### config.mk
export PLATFORM = sky130hd
export DESIGN_NAME = mem_stage_flat
export DESIGN_NICKNAME = d
export VERILOG_FILES = /design/src/rtl/tartaruga_pkg.sv /design/src/rtl/mem_stage_if.sv /design/src/rtl/mem_stage_align.sv /design/src/rtl/mem_stage.sv /design/src/flat_wrapper.sv
export SDC_FILE = /design/constraint.sdc
export NUM_CORES = 1
export LEC_CHECK = 0
export ABC_AREA = 1
export ABC_CLOCK_PERIOD_IN_PS = 3200
export CAP_MARGIN = 10
export CELL_PAD_IN_SITES_DETAIL_PLACEMENT = 1
export CELL_PAD_IN_SITES_GLOBAL_PLACEMENT = 2
export CORE_UTILIZATION = 26
export CTS_CLUSTER_DIAMETER = 150
export DETAILED_ROUTE_END_ITERATION = 8
export PLACE_DENSITY_LB_ADDON = 0.15
export SYNTH_ARGS = -nofsm -noshare
export SYNTH_HDL_FRONTEND = slang
export SYNTH_HIERARCHICAL = 1
export SYNTH_SLANG_ARGS = --single-unit
### constraint.sdc
create_clock -name clk_i -period 3.2 [get_ports clk_i]
set_input_delay 0.32 -clock clk_i [delete_from_list [all_inputs] [get_ports clk_i]]
set_output_delay 0.32 -clock clk_i [all_outputs]
set_load 0.02 [all_outputs]
### src/rtl/tartaruga_pkg.sv
// Shared pipeline types for the tartaruga core: instruction fields,
// execute->mem and mem->writeback bundles, and the mem-stage FSM states.
package tartaruga_pkg;

  typedef enum logic [1:0] {
    MEM_NONE,
    MEM_LOAD,
    MEM_STORE
  } mem_op_t;

  typedef enum logic [1:0] {
    BYTE,
    HALF,
    WORD
  } mem_size_t;

  typedef struct packed {
    logic [31:0] raw;
    mem_op_t     mem_op;
    mem_size_t   mem_size;
    logic        mem_unsigned;
  } instr_t;

  localparam instr_t INSTR_NOP = '{
    raw:          32'h0000_0013,
    mem_op:       MEM_NONE,
    mem_size:     WORD,
    mem_unsigned: 1'b0
  };

  typedef struct packed {
    logic        valid;
    instr_t      instr;
    logic [31:0] result;
    logic [31:0] data_rs2;
    logic        branch_taken;
  } exe_to_mem_t;

  typedef struct packed {
    logic        valid;
    instr_t      instr;
    logic [31:0] result;
    logic        exc_misaligned;
  } mem_to_wb_t;

  typedef enum logic [1:0] {
    IDLE,
    WAIT_GNT,
    WAIT_RSP
  } mem_state_t;

endpackage

### src/rtl/mem_stage_if.sv
// Data-memory bus: req/gnt request phase, rvalid response phase.
interface mem_stage_if #(
  parameter int ADDR_W = 32,
  parameter int DATA_W = 32
);
  logic              req;
  logic              we;
  logic [ADDR_W-1:0] addr;
  logic [3:0]        be;
  logic [DATA_W-1:0] wdata;
  logic              gnt;
  logic              rvalid;
  logic [DATA_W-1:0] rdata;

  modport master (
    output req, we, addr, be, wdata,
    input  gnt, rvalid, rdata
  );

  modport slave (
    input  req, we, addr, be, wdata,
    output gnt, rvalid, rdata
  );
endinterface

### src/rtl/mem_stage_align.sv
// Byte-lane steering: store byte enables / replicated data, load
// alignment and extension. Misaligned offsets are folded down.
module mem_align
  import tartaruga_pkg::*;
(
  input  mem_size_t   size,
  input  logic [1:0]  off,
  input  logic        is_unsigned,
  input  logic [31:0] rs2,
  input  logic [31:0] rdata,
  output logic [3:0]  be,
  output logic [31:0] wdata,
  output logic [31:0] ldata,
  output logic        misal
);
  logic [1:0]  eff;
  logic [31:0] sh;

  always_comb begin
    eff   = off;
    be    = 4'b0000;
    wdata = rs2;
    misal = 1'b0;
    unique case (1'b1)
      size == BYTE: begin
        be    = 4'b0001 << off;
        wdata = {4{rs2[7:0]}};
      end
      size == HALF: begin
        eff   = {off[1], 1'b0};
        be    = 4'b0011 << eff;
        wdata = {2{rs2[15:0]}};
        misal = off[0];
      end
      default: begin
        eff   = 2'b00;
        be    = 4'b1111;
        misal = |off;
      end
    endcase

    sh    = rdata >> {eff, 3'b000};
    ldata = sh;
    unique case (1'b1)
      size == BYTE:
        ldata = {{24{~is_unsigned & sh[7]}}, sh[7:0]};
      size == HALF:
        ldata = {{16{~is_unsigned & sh[15]}}, sh[15:0]};
      default:
        ldata = sh;
    endcase
  end
endmodule

### src/rtl/mem_stage.sv
// Memory-access stage. Define MEM_MISALIGN_EXC_EN to trap misaligned
// accesses instead of silently aligning them.
module mem_stage
  import tartaruga_pkg::*;
#(
  parameter int ADDR_W = 32,
  parameter int DATA_W = 32
) (
  input  logic        clk_i,
  input  logic        rstn_i,
  input  exe_to_mem_t exe_to_mem_i,
  output mem_to_wb_t  mem_to_wb_o,
  output logic        stall_o,
  mem_stage_if.master dmem
);
  mem_state_t  state_q, state_d;
  instr_t      lat_instr_q;
  logic [31:0] lat_addr_q, lat_rs2_q;

  instr_t      cur_instr;
  logic [31:0] cur_addr, cur_rs2;
  logic        is_idle, in_mem, misal, exc;
  logic        req, done;
  logic [3:0]  be;
  logic [31:0] wdata, ldata;

  assign is_idle = (state_q == IDLE);
  assign in_mem  = exe_to_mem_i.valid &&
                   exe_to_mem_i.instr.mem_op != MEM_NONE;

  // Once a request is out, the bus sees only the latched copy.
  assign cur_instr = is_idle ? exe_to_mem_i.instr    : lat_instr_q;
  assign cur_addr  = is_idle ? exe_to_mem_i.result   : lat_addr_q;
  assign cur_rs2   = is_idle ? exe_to_mem_i.data_rs2 : lat_rs2_q;

  mem_align u_align (
    .size        (cur_instr.mem_size),
    .off         (cur_addr[1:0]),
    .is_unsigned (cur_instr.mem_unsigned),
    .rs2         (cur_rs2),
    .rdata       (dmem.rdata[31:0]),
    .be          (be),
    .wdata       (wdata),
    .ldata       (ldata),
    .misal       (misal)
  );

`ifdef MEM_MISALIGN_EXC_EN
  assign exc = is_idle && in_mem && misal;
`else
  assign exc = 1'b0;
`endif

  logic unused_ok;
  assign unused_ok = ^{exe_to_mem_i.branch_taken, misal};

  always_comb begin
    state_d = state_q;
    req     = 1'b0;
    stall_o = 1'b0;
    done    = 1'b0;
    unique case (state_q)
      IDLE: begin
        if (in_mem && !exc) begin
          req = 1'b1;
          if (dmem.gnt && dmem.rvalid) begin
            done = 1'b1;
          end else begin
            stall_o = 1'b1;
            state_d = dmem.gnt ? WAIT_RSP : WAIT_GNT;
          end
        end
      end
      WAIT_GNT: begin
        req = 1'b1;
        if (dmem.gnt && dmem.rvalid) begin
          done    = 1'b1;
          state_d = IDLE;
        end else begin
          stall_o = 1'b1;
          if (dmem.gnt) state_d = WAIT_RSP;
        end
      end
      WAIT_RSP: begin
        if (dmem.rvalid) begin
          done    = 1'b1;
          state_d = IDLE;
        end else begin
          stall_o = 1'b1;
        end
      end
      default: state_d = IDLE;
    endcase
  end

  assign dmem.req   = req;
  assign dmem.we    = req && cur_instr.mem_op == MEM_STORE;
  assign dmem.addr  = req ? ADDR_W'({cur_addr[31:2], 2'b00}) : '0;
  assign dmem.be    = req ? be : 4'b0000;
  assign dmem.wdata = req ? DATA_W'(wdata) : '0;

  always_ff @(posedge clk_i or negedge rstn_i) begin
    if (!rstn_i) begin
      state_q     <= IDLE;
      lat_instr_q <= INSTR_NOP;
      lat_addr_q  <= '0;
      lat_rs2_q   <= '0;
    end else begin
      state_q <= state_d;
      if (is_idle && req) begin
        lat_instr_q <= exe_to_mem_i.instr;
        lat_addr_q  <= exe_to_mem_i.result;
        lat_rs2_q   <= exe_to_mem_i.data_rs2;
      end
    end
  end

  always_ff @(posedge clk_i or negedge rstn_i) begin
    if (!rstn_i) begin
      mem_to_wb_o <= '{valid: 1'b0, instr: INSTR_NOP,
                       result: '0, exc_misaligned: 1'b0};
    end else if (done) begin
      mem_to_wb_o.valid          <= 1'b1;
      mem_to_wb_o.instr          <= cur_instr;
      mem_to_wb_o.result         <=
        (cur_instr.mem_op == MEM_STORE) ? 32'h0 : ldata;
      mem_to_wb_o.exc_misaligned <= 1'b0;
    end else if (exc) begin
      mem_to_wb_o.valid          <= 1'b1;
      mem_to_wb_o.instr          <= exe_to_mem_i.instr;
      mem_to_wb_o.result         <= exe_to_mem_i.result;
      mem_to_wb_o.exc_misaligned <= 1'b1;
    end else if (is_idle && !in_mem) begin
      mem_to_wb_o.valid          <= exe_to_mem_i.valid;
      mem_to_wb_o.instr          <= exe_to_mem_i.instr;
      mem_to_wb_o.result         <= exe_to_mem_i.result;
      mem_to_wb_o.exc_misaligned <= 1'b0;
    end else begin
      mem_to_wb_o <= '{valid: 1'b0, instr: INSTR_NOP,
                       result: '0, exc_misaligned: 1'b0};
    end
  end
endmodule

### src/flat_wrapper.sv
// flat-port wrapper written by rule: the top's interface ports become plain ports
module mem_stage_flat import tartaruga_pkg::*;
#(
  parameter int ADDR_W = 32,
  parameter int DATA_W = 32
)
  (clk_i, rstn_i, exe_to_mem_i, mem_to_wb_o, stall_o, dmem_req, dmem_we, dmem_addr, dmem_be, dmem_wdata, dmem_gnt, dmem_rvalid, dmem_rdata);
  mem_stage_if #(.ADDR_W(ADDR_W), .DATA_W(DATA_W)) dmem_i ();
  input  logic clk_i;
  input  logic rstn_i;
  input  exe_to_mem_t exe_to_mem_i;
  output mem_to_wb_t mem_to_wb_o;
  output logic stall_o;
  output wire logic [$bits(dmem_i.req)-1:0] dmem_req;
  output wire logic [$bits(dmem_i.we)-1:0] dmem_we;
  output wire logic [$bits(dmem_i.addr)-1:0] dmem_addr;
  output wire logic [$bits(dmem_i.be)-1:0] dmem_be;
  output wire logic [$bits(dmem_i.wdata)-1:0] dmem_wdata;
  input wire logic [$bits(dmem_i.gnt)-1:0] dmem_gnt;
  input wire logic [$bits(dmem_i.rvalid)-1:0] dmem_rvalid;
  input wire logic [$bits(dmem_i.rdata)-1:0] dmem_rdata;
  assign dmem_req = dmem_i.req;
  assign dmem_we = dmem_i.we;
  assign dmem_addr = dmem_i.addr;
  assign dmem_be = dmem_i.be;
  assign dmem_wdata = dmem_i.wdata;
  assign dmem_i.gnt = dmem_gnt;
  assign dmem_i.rvalid = dmem_rvalid;
  assign dmem_i.rdata = dmem_rdata;
  mem_stage #(.ADDR_W(ADDR_W), .DATA_W(DATA_W)) u_core (.clk_i(clk_i), .rstn_i(rstn_i), .exe_to_mem_i(exe_to_mem_i), .mem_to_wb_o(mem_to_wb_o), .stall_o(stall_o), .dmem(dmem_i));
endmodule
==> results of run 1 <==
## state kept, by name (all words and copies together), names as in the netlist
| register | cells |
|---|---|
| u_core/state_q | 2 |
| u_core/mem_to_wb_o | 70 |
| u_core/lat_addr_q | 32 |
| u_core/lat_rs2_q | 32 |
| u_core/lat_instr_q | 37 |
## routing by layer
layer / share of wire / track usage
met1: 0.46 / 0.241
met2: 0.48 / 0.311
met3: 0.048 / 0.0419
met4: 0.012 / 0.0465
met5: 0.0011 / 0
## cell type report
type | count | area, sq um
Multi-Input combinational cell | 822 | 3700
Antenna cell | 1 | 2.50
Clock inverter | 11 | 110
Timing Repair Buffer | 317 | 3140
Clock buffer | 20 | 447
Sequential cell | 173 | 4340
Inverter | 176 | 661
Tap cell | 455 | 569
Fill cell | 4237 | 21700
## power by group
group	total [uW]	internal (uW)	switching, uW
Sequential	3570	3190	381
Clock	2040	1100	941
Combinational	6880	2620	4260
## worst max-delay path by stage
| stage | slack (ns) | endpoint |
|---|---|---|
| floorplan | 0.67 | dmem_be[2] |
| global route | -0.003 | dmem_wdata[13] |
| global placement | 0.20 | dmem_wdata[26] |
| finish | 0.21 | dmem_wdata[22] |
| CTS | 0.03 | dmem_wdata[24] |
| detailed placement | 0.16 | dmem_wdata[26] |
## per-stage QoR
step,TNS (ns),area (sq um)
floorplan,0,9200
global placement,0,12400
detailed placement,0,12400
CTS,0,12900
global route,-0.00268,13000
finish,0,13000
## cell usage in the layout (no fill, tap or decap), types with 17 or more instances in the layout
cell	count
sky130_fd_sc_hd__dfrtp_1	165
sky130_fd_sc_hd__o21ai_1	17
sky130_fd_sc_hd__clkdlybuf4s50_1	255
sky130_fd_sc_hd__nand2_1	382
sky130_fd_sc_hd__nor2_1	63
sky130_fd_sc_hd__inv_1	169
sky130_fd_sc_hd__clkbuf_16	17
sky130_fd_sc_hd__nand3_1	67
sky130_fd_sc_hd__o21ai_0	243
sky130_fd_sc_hd__buf_4	35
## worst reg2reg max path, delay by kind of cell (launching register included)
kind / cells / cell delay [ns]
AND/OR/NAND/NOR: 9 / 1.06
buffers and inverters: 5 / 0.90
flip-flops: 1 / 0.45
AO/OA/AOI/OAI: 1 / 0.13
## timing repair
action                                 4_1_cts  5_1_grt
endpoints found under the hold margin       69        0
pin swaps                                    1        0
hold buffers                                 1        0
buffers inserted                             0        0
resized for setup                           13       17
gates cloned                                 1        0
setup endpoints to repair                   16       14
==> PnR_summary.wiki, run 1 <==
{| class="wikitable"
! Metric !! Value
|-
| Run status || completed
|-
| Worst-path cell with the longest stage delay || sky130_fd_sc_hd__clkdlybuf4s50_1
|-
| Launching point of the worst reg2reg path || u_core/state_q[1]
|-
| TritonCTS Buffers || 17
|-
| Relative slew slack || 0.488
|-
| Starting density of the core || 0.265
|-
| Buf+Inv Stages, Crit Path || 5
|-
| Final #Nets || 1646
|-
| Overall power after layout || 12500 uW
|-
| Worst Skew || around 0.010 ns
|-
| Startpoint types || flip-flop
|-
| Final Instance Count excl. Fillers || just under 2000
|-
| Type of element capturing the critical path || primary output
|-
| Crit path cell chain || inv_2, nand2_8, buf_4, o21ai_0, buf_4, nand2_1, nand2_1, inv_1, nor2_1, clkdlybuf4s50_1
|-
| Startpoint-to-endpoint class of the critical path || flip-flop to primary output
|-
| Crit share post-route || 0.935
|-
| Clock-pin slew on the worst setup and hold paths || about 0.07 ns
|-
| Worst endpoint data arrival time || between 2 and 3 ns
|-
| Number of optimization iterations in the first detailed-route pass || 4
|-
| Critical path startpoint || u_core/state_q[1]
|-
| Total gr overflow || 0
|-
| Crit path max fanout || 16
|-
| Skew-Pair Late Insertion Delay || ~0.44 ns
|-
| Routability congestion estimate || just under 0.8
|-
| Placed instance count || approximately 1900
|-
| Number of global-route vias before repair || roughly 9200
|-
| Maximum VDD drop || 0.376 mV
|-
| Clock tree from TritonCTS || yes
|-
| Number of top-level pins || roughly 280
|-
| Hold Path Class || input port to flip-flop
|-
| Instance count along the most critical hold path || 3
|-
| Average routed wire per standard cell || 16.6 um
|-
| Number of port buffers || 276
|-
| Endpoint required time on the critical path || approximately 2.9 ns
|-
| Detailed Route Iter0 Violations || approximately 370
|-
| Startpoint of the lowest-slack hold path || exe_to_mem_i[67]
|-
| Routed vias/inst || around 4.5
|-
| Static Leak || between 0.006 and 0.007 uW
|-
| Min Hold Slack || around 0.44 ns
|-
| WHS Endpoint || u_core/lat_instr_q[2]
|-
| Max stage delay on crit path || around 0.62 ns
|-
| CTS max path bufs || 2
|-
| Final slew viol count || 0
|-
| Worst Slack Setup Final || 0.207 ns
|-
| Netlist area before placement || 9200 sq um
|-
| Delay-heaviest family, CP || buffers and inverters
|-
| Residual DRC || 0
|-
| Total power density per cell area || 963 nW/um^2
|-
| Routed via count || a little under 9000
|-
| Tightest Pin Transition || 0.768 ns
|-
| Gate count of the mapped netlist || around 1300
|-
| Floorplan die area || ~36000 sq um
|-
| R2R Setup Slk || approximately 0.55 ns
|-
| Overall routing resource usage || 0.186
|-
| Synth warn || 6
|-
| Share of the core filled with cells || 0.374
|-
| Length in cells of the worst reg-to-reg path || 15
|-
| Post-detail-place hpwl || approximately 23000 um
|-
| Total detailed-routing wirelength || between 30000 and 40000 um
|-
| Final hold violation count || 0
|-
| Final Critical Period || approximately 3.0 ns
|-
| Die X-Extent || roughly 190 um
|-
| Endpoints failing setup || 0
|-
| Clk sink count || approximately 170
|-
| First-pass GRT wire length || between 50000 and 60000 um
|-
| Core Box Area || 34700 sq um
|-
| Top achievable clock speed || between 0.3 and 0.4 GHz
|-
| Routed Antenna Nets || 0
|-
| Mapped Avg Cell Area || between 7 and 8 sq um
|-
| Setup repair after global routing missed its margin || yes
|-
| Pre-CTS worst setup slack || 0.162 ns
|-
| Antenna violations before repair || 4
|-
| Level count of the clock H-tree || 4
|-
| Fraction of layout cells with a size suffix above 1 || 0.0671
|-
| Maximum capacitance violations || 0
|-
| Area Overhead vs Synth || 41.1%
|-
| Worst reg2reg endpoint || u_core/mem_to_wb_o[12]
|-
| CP Depth || 10
|-
| Std cell rows || 68
|-
| CTS Root Buffer Type || sky130_fd_sc_hd__clkbuf_16
|-
| Largest net degree at the start of global routing || 81
|-
| Chip Height || ~190 um
|}
Power figures use the tool's default switching activity.
==> run 2: changes to the inputs <==
Settings changed: PLACE_DENSITY_LB_ADDON 0.15 to 0.1.
==> run 2 against run 1 <==
- cell area grew 0.58%
- hold slack got worse by 0.029 ns
- critical endpoint is now dmem_wdata[29]
- power increased by 2.1%
- setup slack lost 0.027 ns
- clock skew hardly changed
- maximum frequency decreased by 0.88%
- flip-flop and latch count unchanged
- routed wire length fell by 0.19%
- critical path depth decreased by 1
- global-route usage hardly changed
==> PnR_summary.wiki, run 2 (synthesis gave the netlist of run 1 again) <==
{| class="wikitable"
! Metric !! Value
|-
| Routability congestion estimate || ~0.78
|-
| Floorplan die area || ~36000 sq um
|-
| Worst-path cell with the longest stage delay || sky130_fd_sc_hd__clkdlybuf4s50_1
|-
| Startpoint types || flip-flop
|-
| Die X-Extent || around 190 um
|-
| First-pass GRT wire length || ~51000 um
|-
| Area Overhead vs Synth || 41.9%
|-
| Endpoints failing setup || 0
|-
| Crit path cell chain || inv_1, nand2_4, o21ai_0, buf_4, nand2_1, o211ai_1, inv_1, nor2_1, clkdlybuf4s50_1
|-
| Number of global-route vias before repair || 9160
|-
| Routed via count || roughly 8900
|-
| Number of top-level pins || around 280
|-
| Post-CTS setup-driven buffer insertion count || 0
|-
| Routed Antenna Nets || 0
|-
| Overall routing resource usage || 0.186
|-
| Chip Height || between 150 and 200 um
|-
| Detailed Route Iter0 Violations || approximately 250
|-
| Startpoint-to-endpoint class of the critical path || flip-flop to primary output
|-
| Register with the most flip-flops || u_core/mem_to_wb_o
|-
| Total Neg Setup Slack || 0 ns
|-
| Final hold violation count || 0
|-
| Level count of the clock H-tree || 4
|-
| Top achievable clock speed || approximately 0.33 GHz
|-
| Min Hold Slack || 0.413 ns
|-
| Antenna violations before repair || 2
|-
| Relative slew slack || 0.506
|-
| R2R Setup Slk || approximately 0.56 ns
|-
| Sequential Power Share || 0.280
|-
| Registers with the highest flip-flop counts || u_core/mem_to_wb_o (70), u_core/lat_instr_q (37)
|-
| Worst endpoint data arrival time || 2.70 ns
|-
| Part of the total power dissipated in the clock network || 0.181
|-
| Switching share of power || 0.437
|-
| Critical path startpoint || u_core/state_q[0]
|-
| Number of optimization iterations in the first detailed-route pass || 5
|-
| Commonest non-fill, non-tap cells in the layout || sky130_fd_sc_hd__nand2_1, sky130_fd_sc_hd__clkdlybuf4s50_1, sky130_fd_sc_hd__o21ai_0, sky130_fd_sc_hd__inv_1, sky130_fd_sc_hd__dfrtp_1
|-
| Number of filler instances in the final layout || about 4300
|-
| Clk sink count || approximately 170
|-
| NetSw || roughly 5600 uW
|-
| Clock-pin slew on the worst setup and hold paths || roughly 0.07 ns
|-
| Core Box Area || roughly 35000 sq um
|-
| Worst Skew || 0.0109 ns
|-
| Final Critical Period || about 3 ns
|-
| Maximum VDD drop || 0.468 mV
|-
| Crit share post-route || 0.944
|-
| Clock tree from TritonCTS || yes
|-
| Length in cells of the worst reg-to-reg path || 13
|-
| Max reg flops || 70
|-
| Post-detail-place hpwl || 22700 um
|-
| Combined flip-flop and latch cell area || 4340 sq um
|-
| Maximum capacitance violations || 0
|-
| Fraction of layout cells with a size suffix above 1 || 0.0653
|-
| Residual DRC || 0
|-
| Share of power burned in combinational logic || 0.539
|-
| Average routed wire per standard cell || approximately 17 um
|-
| Run status || completed
|-
| Routed vias/inst || approximately 4.5
|-
| Hold Path Class || input port to asynchronous set/reset pin
|-
| Total gr overflow || 0
|-
| Largest net degree at the start of global routing || between 70 and 80
|-
| Most used cell, CP || sky130_fd_sc_hd__inv_1
|-
| Total power density per cell area || 977 nW/um^2
|-
| CTS Root Buffer Type || sky130_fd_sc_hd__clkbuf_16
|-
| Type of element capturing the critical path || primary output
|-
| Number of port buffers || approximately 280
|-
| Final #Nets || between 1500 and 2000
|-
| Area occupied by multi-input gates || ~3700 sq um
|-
| End point of the critical path || dmem_wdata[29]
|-
| Static Leak || between 0.006 and 0.007 uW
|-
| TritonCTS Buffers || 17
|-
| Tightest Pin Transition || between 0.7 and 0.8 ns
|-
| Worst reg2reg endpoint || u_core/mem_to_wb_o[15]
|-
| CTS max path bufs || 2
|-
| Starting density of the core || 0.265
|-
| Commonest non-fill, non-tap cell in the layout || sky130_fd_sc_hd__nand2_1
|-
| Std cell rows || slightly below 70
|-
| Total detailed-routing wirelength || around 33000 um
|-
| Skew-Pair Late Insertion Delay || roughly 0.45 ns
|-
| Max stage delay on crit path || approximately 0.6 ns
|-
| Share of the core filled with cells || 0.376
|-
| Setup repair after global routing missed its margin || no
|-
| Crit path max fanout || 5
|-
| Endpoint required time on the critical path || between 2 and 3 ns
|-
| Final slew viol count || 0
|-
| Internal power summed over all cells || around 7200 uW
|-
| Launching point of the worst reg2reg path || u_core/state_q[1]
|}
run 2: changes by cell type in the layout (fill, tap and decap cells not counted), sizes merged:
cell and delta:
clkdlybuf4s50 +7, dlymetal6s2s -5, buf -4, bufinv +4, clkinv -4, dlygate4sd2 -2, clkinvlp -1, diode +1
inv +1, nor2 +1
run 2: final cells by class:
class                      count  share of cell area
sequential                   173               0.333
tap                          455              0.0436
antenna                        2            0.000384
timing repair buffer         313               0.240
clock buffer                  20              0.0342
multi-input combinational    823               0.284
inverter                     176              0.0517
clock inverter                11              0.0138
run 2: through the flow:
stage | instances | total power, uW | instance area (sq um) | setup slack, ns
2_1_floorplan | 1260 | 7770 | 9200 | 0.672
3_3_place_gp | 1937 | 10500 | 12400 | 0.121
3_5_place_dp | 1937 | 10600 | 12400 | 0.138
4_1_cts | 1970 | 12900 | 13000 | 0.0351
5_1_grt | 1972 | 13900 | 13000 | 0.0122
6_report | 1973 | 12800 | 13000 | 0.180
run 2: worst max-delay path, delay by kind of cell (launching register included):
family                 cells  cell delay (ns)
buffers and inverters      4             1.05
AO/OA/AOI/OAI              2             0.42
flip-flops                 1             0.40
AND/OR/NAND/NOR            3             0.37
run 2: routing by layer:
metal	vias to the layer above	GRT usage	share of wire
li1	4425	-	-
met5	-	0	0
met4	0	0.0524	0.011
met1	4281	0.241	0.47
met3	19	0.0338	0.039
met2	185	0.313	0.48
run 2: what timing repair did:
item	4_1_cts	5_1_grt
endpoints found under the hold margin	59	0
setup endpoints to repair	22	25
cloned	1	1
pin swaps	1	1
resized for setup	8	16
hold buffers	1	0
run 2: worst min path at each step:
| stage | from | end | slack (ns) | depth (start not counted) |
|---|---|---|---|---|
| floorplan | rstn_i | u_core/lat_addr_q[0] | 0.02 | 0 |
| global placement | rstn_i | u_core/lat_addr_q[24] | 0.36 | 1 |
| detailed placement | rstn_i | u_core/lat_addr_q[24] | 0.36 | 1 |
| CTS | exe_to_mem_i[67] | u_core/lat_instr_q[2] | 0.41 | 3 |
| global route | rstn_i | u_core/lat_addr_q[24] | 0.45 | 2 |
| finish | rstn_i | u_core/lat_addr_q[24] | 0.41 | 2 |
run 2: power by group through the flow:
stage | Sequential, uW | Clock, uW | Combinational (uW)
6_report | 3570 | 2310 | 6870
3_5_place_dp | 3620 | 0 | 6940
4_1_cts | 3580 | 2390 | 6960
5_1_grt | 3700 | 2460 | 7690
3_3_place_gp | 3600 | 0 | 6850
2_1_floorplan | 3990 | 0 | 3780
